==> src/rtl/iic_byte_ctrl.sv <==
// rtl/iic_byte_ctrl.sv - I2C byte write / random read sequencer; optional IIC_CLK_STRETCH_EN
module iic_byte_ctrl #(
    parameter int         CLK_DIV  = 125,
    parameter logic [6:0] DEV_ADDR = 7'b1010000
) (
    input  logic       clk,
    input  logic       rst,
    input  logic       start,
    input  logic       rw,
    input  logic [7:0] addr,
    input  logic [7:0] wdata,
    output logic [7:0] rdata,
    output logic       busy,
    output logic       done,
    output logic       ack_err,
    output logic       scl,
    output logic       sda_o,
    output logic       sda_oe,
    input  logic       sda_i,
    input  logic       scl_i
);

    typedef enum logic [3:0] {
        S_IDLE, S_START, S_DEVW, S_ACK1, S_WADDR, S_ACK2, S_WDATA, S_ACK3,
        S_RSTART, S_DEVR, S_ACK4, S_RDATA, S_NACK, S_STOP, S_FIN
    } state_t;

    localparam logic [11:0] CNT_MAX = 12'(CLK_DIV - 1);

    state_t      state, state_nxt;
    logic [11:0] cnt;
    logic [1:0]  phase;
    logic [2:0]  bit_idx;
    logic        rw_q, nack;
    logic [7:0]  addr_q, wdata_q, rx, tx_byte;
    logic        active, accept, stall, tick, byte_slot, ack_slot, scl_mid;

    assign active = (state != S_IDLE) && (state != S_FIN);
    assign accept = (state == S_IDLE) && start && !done;
    assign busy   = (state != S_IDLE);
    assign sda_o  = 1'b0;
    assign tick   = active && (cnt == CNT_MAX) && !stall;

`ifdef IIC_CLK_STRETCH_EN
    // Slave holding SCL low while we release it freezes the bit timebase.
    assign stall = active && scl_mid && scl && !scl_i;
`else
    logic unused_scl_i;
    assign unused_scl_i = scl_i;
    assign stall        = 1'b0;
`endif

    always_comb begin
        tx_byte   = '0;
        scl       = 1'b1;
        sda_oe    = 1'b0;
        scl_mid   = (phase == 2'd1) || (phase == 2'd2);
        byte_slot = state inside {S_DEVW, S_WADDR, S_WDATA, S_DEVR, S_RDATA};
        ack_slot  = state inside {S_ACK1, S_ACK2, S_ACK3, S_ACK4};
        case (state)
            S_DEVW:  tx_byte = {DEV_ADDR, 1'b0};
            S_WADDR: tx_byte = addr_q;
            S_WDATA: tx_byte = wdata_q;
            S_DEVR:  tx_byte = {DEV_ADDR, 1'b1};
            default: tx_byte = '0;
        endcase
        case (state)
            S_IDLE, S_FIN: begin
                scl    = 1'b1;
                sda_oe = 1'b0;
            end
            S_START, S_RSTART: begin
                scl    = (phase != 2'd3);
                sda_oe = phase[1];
            end
            S_STOP: begin
                scl    = (phase != 2'd0);
                sda_oe = !phase[1];
            end
            S_DEVW, S_WADDR, S_WDATA, S_DEVR: begin
                scl    = scl_mid;
                sda_oe = !tx_byte[3'd7 - bit_idx];
            end
            default: begin
                scl    = scl_mid;
                sda_oe = 1'b0;
            end
        endcase
    end

    always_comb begin
        state_nxt = state;
        if (state == S_IDLE) begin
            if (accept) state_nxt = S_START;
        end else if (state == S_FIN) begin
            state_nxt = S_IDLE;
        end else if (tick && phase == 2'd3) begin
            case (state)
                S_START:  state_nxt = S_DEVW;
                S_DEVW:   if (bit_idx == 3'd7) state_nxt = S_ACK1;
                S_ACK1:   state_nxt = nack ? S_STOP : S_WADDR;
                S_WADDR:  if (bit_idx == 3'd7) state_nxt = S_ACK2;
                S_ACK2:   state_nxt = nack ? S_STOP : (rw_q ? S_RSTART : S_WDATA);
                S_WDATA:  if (bit_idx == 3'd7) state_nxt = S_ACK3;
                S_ACK3:   state_nxt = S_STOP;
                S_RSTART: state_nxt = S_DEVR;
                S_DEVR:   if (bit_idx == 3'd7) state_nxt = S_ACK4;
                S_ACK4:   state_nxt = nack ? S_STOP : S_RDATA;
                S_RDATA:  if (bit_idx == 3'd7) state_nxt = S_NACK;
                S_NACK:   state_nxt = S_STOP;
                S_STOP:   state_nxt = S_FIN;
                default:  state_nxt = S_IDLE;
            endcase
        end
    end

    always_ff @(posedge clk or negedge rst) begin
        if (!rst) state <= S_IDLE;
        else      state <= state_nxt;
    end

    always_ff @(posedge clk or negedge rst) begin
        if (!rst) begin
            cnt     <= '0;
            phase   <= '0;
            bit_idx <= '0;
            rw_q    <= 1'b0;
            addr_q  <= '0;
            wdata_q <= '0;
            rx      <= '0;
            nack    <= 1'b0;
            done    <= 1'b0;
            ack_err <= 1'b0;
            rdata   <= '0;
        end else begin
            done <= 1'b0;
            if (state == S_IDLE) begin
                cnt     <= '0;
                phase   <= '0;
                bit_idx <= '0;
                if (accept) begin
                    rw_q    <= rw;
                    addr_q  <= addr;
                    wdata_q <= wdata;
                    nack    <= 1'b0;
                    ack_err <= 1'b0;
                end
            end else if (state == S_FIN) begin
                done    <= 1'b1;
                ack_err <= nack;
                if (rw_q && !nack) rdata <= rx;
            end else begin
                if (!stall) cnt <= (cnt == CNT_MAX) ? '0 : cnt + 12'd1;
                if (tick) begin
                    phase <= phase + 2'd1;
                    if (phase == 2'd2) begin
                        if (ack_slot && sda_i) nack <= 1'b1;
                        if (state == S_RDATA) rx <= {rx[6:0], sda_i};
                    end
                    if (phase == 2'd3 && byte_slot) bit_idx <= bit_idx + 3'd1;
                end
            end
        end
    end

endmodule

==> config.mk <==
export PLATFORM = sky130hd
export DESIGN_NAME = iic_byte_ctrl
export DESIGN_NICKNAME = d
export VERILOG_FILES = /design/src/rtl/iic_byte_ctrl.sv
export SDC_FILE = /design/constraint.sdc
export NUM_CORES = 1
export LEC_CHECK = 0
export CORE_MARGIN = 2
export CORE_UTILIZATION = 35
export DETAILED_ROUTE_END_ITERATION = 10
export SETUP_SLACK_MARGIN = 0.3
export SYNTH_ARGS = -nofsm -noshare
export SYNTH_HDL_FRONTEND = slang
export SYNTH_SLANG_ARGS = --single-unit
==> constraint.sdc <==
create_clock -name clk -period 2.3 [get_ports clk]
set_input_delay 0.345 -clock clk [delete_from_list [all_inputs] [get_ports clk]]
set_output_delay 0.345 -clock clk [all_outputs]
set_load 0.02 [all_outputs]
==> out/qor.csv, run 1 <==
metric,value,unit
clk_pin_slew,0.07,ns
setup_slack,-0.0933,ns
hold_viol_final,0,
avgSynthCellArea,10.8,um^2
critPathKind,flop to output pin,
grt_max_degree,58,
post_dp_cell_area,3670,um^2
path_cells,nor4bb_4 -> a221oi_1 -> a31oi_1 -> nor4_1 -> or3_4 -> buf_6,
overflow,0,
cts_max_path_buffers,2,
ys_async_sr_fraction,100,%
diodes,0,
start_util,36.1,%
drt_wl_total,6.70,mm
max_stage_delay,0.48,ns
fin_crit,2.39,ns
antenna_found_initial,0,
mostFrequentLayoutCells,"54 x dfrtp_1, 29 x clkdlybuf4s50_1, 27 x mux2_4, 27 x buf_4",
yosysWarningCount,0,
final_net_count,375,
violations,setup timing,
ys_types,51,
synth_ff_type,dfrtp_1,
r2r-start,state[0],
clock_sinks,57,
path_max_fanout,8,
worstSetupEndpointType,output pin,
tns,-0.0933,ns
syn_to_final_growth,43.0,%
dieArea,9170,um^2
grt_pass1_vias,2357,
drt-wirelength-per-cell,14.7,um
syn-cell-area,2950,um^2
critPathSlowestCell,dfrtp_2,
port_buffers,33,
place_congestion,0.820,
clk_latency,0.35,ns
cts.htree.levels,3,
cts_inserted_buffers,9,
worstPathArrival,2.05,ns
hold_class,flop to flop,
status,"complete, but fails checks",
syn_inst,274,
timing.final.crit_share,104,%
ir_drop,0.343,mV
hpwl,4.45,mm
synthesis.nets,303,
rsz0062_at_grt,true,
cts_tree,built,
instances_no_fill,456,
max_cap_violations,0,
drt_iter0_drc,94,
die_x,95.8,um
grt_pass1_wl,11.5,mm
grtUsageTotal,16.7,%
via_count,2344,
p_leak,1.95,nW
drtPass1Iterations,4,
critPathLaunch,state[0],
ys_seq_area_share,48.4,%
final_common_cell,dfrtp_1,
antenna_left,0,
design_area,4220,um^2
io_pins,36,
min_from,cnt[5],
post-route-util,51.6,%
rows,33,
avgViaCountPerCell,5.14,
cellPowerDensity,496,nW/um^2
clock_skew,0.0103,ns
max_freq,418,MHz
critical_path.startpoint_type,flop,
clockRootBuffer,clkbuf_8,
ys_ff_latch,57,
dpl.cell_count,432,
drc,0,
critPathRequiredTime,1.96,ns
synth_edf_count,0,
report.final.slew_viol_count,0,
layout-drive-gt1-share,36.5,%
setup_viol,1,
coreArea,8180,um^2
die_h,95.8,um
-- synthesized netlist by cell type (all sizes together) (3+ instances only) --
cell	n	area, um^2
mux2	36	405
nand3	11	55.1
buf	7	42.5
ha	7	87.6
o211ai	3	22.5
and4	3	26.3
nor2	21	81.3
and3	3	18.8
a31oi	3	18.8
xor2	7	61.3
o21ai	16	80.1
clkbuf	9	33.8
inv	11	41.3
or3	3	18.8
a21oi	16	80.1
nand2	15	63.8
dfrtp	57	1430
nand4	5	31.3
nand2b	5	31.3
-- area by class of cell --
cell class              instances  area [um^2]
fillers                       715         3960
inverters                      11         41.3
clock inverters                 6         66.3
multi-input cells             190         1650
clock buffers                  10          138
well taps                     105          131
repair buffers                 77          761
flip-flops and latches         57         1430
-- stage by stage --
step | setup slack (ns) | hold slack (ns) | power, mW
2_1_floorplan | 0.280 | 0.0494 | 1.07
3_3_place_gp | -0.191 | 0.369 | 1.13
3_5_place_dp | -0.193 | 0.374 | 1.14
4_1_cts | -0.103 | 0.481 | 2.13
5_1_grt | -0.238 | 0.491 | 2.20
6_report | -0.0933 | 0.479 | 2.09
-- layer usage --
| layer | global-route usage, % | wire, um |
|---|---|---|
| met1 | 23.1 | 3200 |
| met2 | 23.5 | 3080 |
| met3 | 5.40 | 258 |
| met4 | 7.74 | 166 |
| met5 | 0 | 0 |
-- repair_timing --
item | 4_1_cts | 5_1_grt
gates resized for setup | 80 | 16
cloned | 1 | 0
endpoints found under the setup margin | 55 | 49
hold buffers | 1 | 0
hold endpoints to repair | 40 | 0
buffers inserted | 4 | 2
pin swaps | 11 | 2
-- state kept, by name, summed over array words and instances, names as in the netlist, 2 cells and up --
register  flops
addr_q        8
bit_idx       3
cnt          12
phase         2
rdata         8
rx            8
state         4
wdata_q       8
-- final timing paths --
path	end	slack, ns	depth (start not counted)
setup / recovery	sda_oe	-0.09	6
hold / removal	cnt[5]	0.48	1
setup reg to reg	state[1]	0.05	7
hold reg to reg	cnt[5]	0.48	1
max in group asynchronous	rx[7]	1.51	3
min in group asynchronous	addr_q[0]	0.53	3
-- where the power goes --
part	switching, mW	leakage, nW	internal [mW]	total [mW]
registers	0.0113	0.747	1.02	1.03
clock network	0.428	0.107	0.532	0.961
logic	0.0380	1.09	0.0633	0.101
-- cell families (layout without fill, tap and decap cells) --
group	count (synthesis)	after routing	share of synthesized area (%)
and+or+nand+nor	83	83	15.5
DFF	57	57	48.4
other	1	1	0.127
xor gates and xnor gates	7	7	2.08
AOI/OAI and AO/OA	53	53	11.7
adders and majority gates	7	7	2.97
muxes	39	39	15.2
buffers and inverters	27	104	3.99
-- worst max-delay path, delay by kind of cell (launching register included) --
family,cells,cell delay (ns)
buffers and inverters,1,0.14
flip-flops,1,0.48
AND/OR/NAND/NOR,3,0.79
AO/OA/AOI/OAI,2,0.29
No activity file was read; power rests on OpenSTA's default activity.
==> run 2, diff against run 1 <==
--- a/config.mk
+++ b/config.mk
@@ -5,9 +5,11 @@
 export SDC_FILE = /design/constraint.sdc
 export NUM_CORES = 1
 export LEC_CHECK = 0
+export CAP_MARGIN = 10
 export CORE_MARGIN = 2
 export CORE_UTILIZATION = 35
 export DETAILED_ROUTE_END_ITERATION = 10
+export MAX_ROUTING_LAYER = met4
 export SETUP_SLACK_MARGIN = 0.3
 export SYNTH_ARGS = -nofsm -noshare
 export SYNTH_HDL_FRONTEND = slang
==> run 2 against run 1 <==
Net effect:
- critical path type unchanged
- critical endpoint unchanged
- combinational power is essentially flat
- non-clock buffer count is the same
- the run still ends with setup timing left
- flip-flop and latch count unchanged
- count of clock-buffer cells in the layout is the same
- register-to-register slack is essentially flat
- sequential power is essentially flat
- design area unchanged
- largest cell class unchanged
- clock skew about the same
- highest routed layer unchanged
==> out/qor.csv, run 2 (same netlist as run 1, synthesis figures left out) <==
metric,value,unit
overflow,0,
critPathKind,flop to output pin,
tns,-0.0934,ns
io_pins,36,
hold_ws,0.478,ns
grt_pass1_wl,11.5,mm
mostFrequentLayoutCells,"54 x dfrtp_1, 29 x clkdlybuf4s50_1, 27 x mux2_4, 27 x buf_4",
via_count,2343,
die_x,95.8,um
ir_drop,0.343,mV
cellPowerDensity,496,nW/um^2
post-route-util,51.6,%
violations,setup timing,
largest_register_ffs,12,
drt-wirelength-per-cell,14.7,um
rows,33,
timing.final.crit_share,104,%
critPathRequiredTime,1.96,ns
status,"complete, but fails checks",
grt_pass1_vias,2358,
port_buffers,33,
grtUsageTotal,17.0,%
worstSetupEndpointType,output pin,
critical_path.startpoint_type,flop,
clockRootBuffer,clkbuf_8,
clock_skew,0.0104,ns
layout-drive-gt1-share,36.5,%
fin_crit,2.39,ns
path_buf_inv,1,
p_leak,1.95,nW
drtPass1Iterations,4,
rsz0062_at_grt,true,
place_congestion,0.833,
hpwl,4.45,mm
antenna_left,0,
start_util,36.1,%
cp_top_family,simple AND/OR/NAND/NOR gates,
max_flop_register,cnt,
syn_to_final_growth,43.0,%
hold_class,flop to flop,
critPathSlowestCell,dfrtp_2,
report.final.slew_viol_count,0,
drt_iter0_drc,94,
die_h,95.8,um
setup_viol,1,
grt_max_degree,58,
clock_sinks,57,
drc,0,
worstPathArrival,2.05,ns
setup_slack,-0.0934,ns
diodes,0,
avgViaCountPerCell,5.14,
clk_latency,0.35,ns
clk_pin_slew,0.07,ns
hold_viol_final,0,
drt_wl_total,6.72,mm
antenna_found_initial,0,
max_stage_delay,0.48,ns
cts_tree,built,
pre_cts_slack,-0.193,ns
power,2.09,mW
cts.htree.levels,3,
dieArea,9170,um^2
final_net_count,375,
cts_max_path_buffers,2,
coreArea,8180,um^2
final_common_cell,dfrtp_1,
cts_inserted_buffers,9,
max_cap_violations,0,
path_cells,nor4bb_4 -> a221oi_1 -> a31oi_1 -> nor4_1 -> or3_4 -> buf_6,
max_freq,418,MHz
path_max_fanout,8,
==> run 2: cell type report <==
class | count | area, um^2
clock inverters | 6 | 66.3
repair buffers | 77 | 761
inverters | 11 | 41.3
fillers | 715 | 3960
flip-flops and latches | 57 | 1430
clock buffers | 10 | 138
multi-input cells | 190 | 1650
well taps | 105 | 131
==> run 2: worst paths after layout <==
path	start	to	slack, ns	depth (start not counted)
max	state[0]	sda_oe	-0.09	6
min	cnt[5]	cnt[5]	0.48	1
max reg2reg	state[0]	state[1]	0.05	7
min reg2reg	cnt[5]	cnt[5]	0.48	1
max in group asynchronous	rst	rx[7]	1.52	3
min in group asynchronous	rst	addr_q[0]	0.53	3
==> run 2: per-layer routing <==
| layer | part of all wire [%] | wire length (um) | GRT usage, % |
|---|---|---|---|
| met2 | 46 | 3110 | 23.5 |
| met3 | 4.1 | 273 | 4.62 |
| met1 | 48 | 3210 | 23.2 |
| met5 | 0 | 0 | - |
| met4 | 1.8 | 123 | 8.10 |
==> run 2: repair_timing <==
action                     CTS  global route
setup endpoints to repair   55            49
cloned                       1             0
hold endpoints to repair    40             0
resized for setup           80            16
buffers inserted             4             2
hold buffers                 1             0
pin swaps                   11             2
==> run 2: power breakdown <==
part           internal [mW]  switching [mW]
Sequential              1.02          0.0113
Clock                  0.532           0.429
Combinational         0.0633          0.0379
Total                   1.61           0.478
==> run 2: metrics by stage <==
stage / std cells / cell area, um^2
floorplan: 274 / 2990
global placement: 432 / 3670
detailed placement: 432 / 3670
CTS: 454 / 4140
global route: 456 / 4220
finish: 456 / 4220
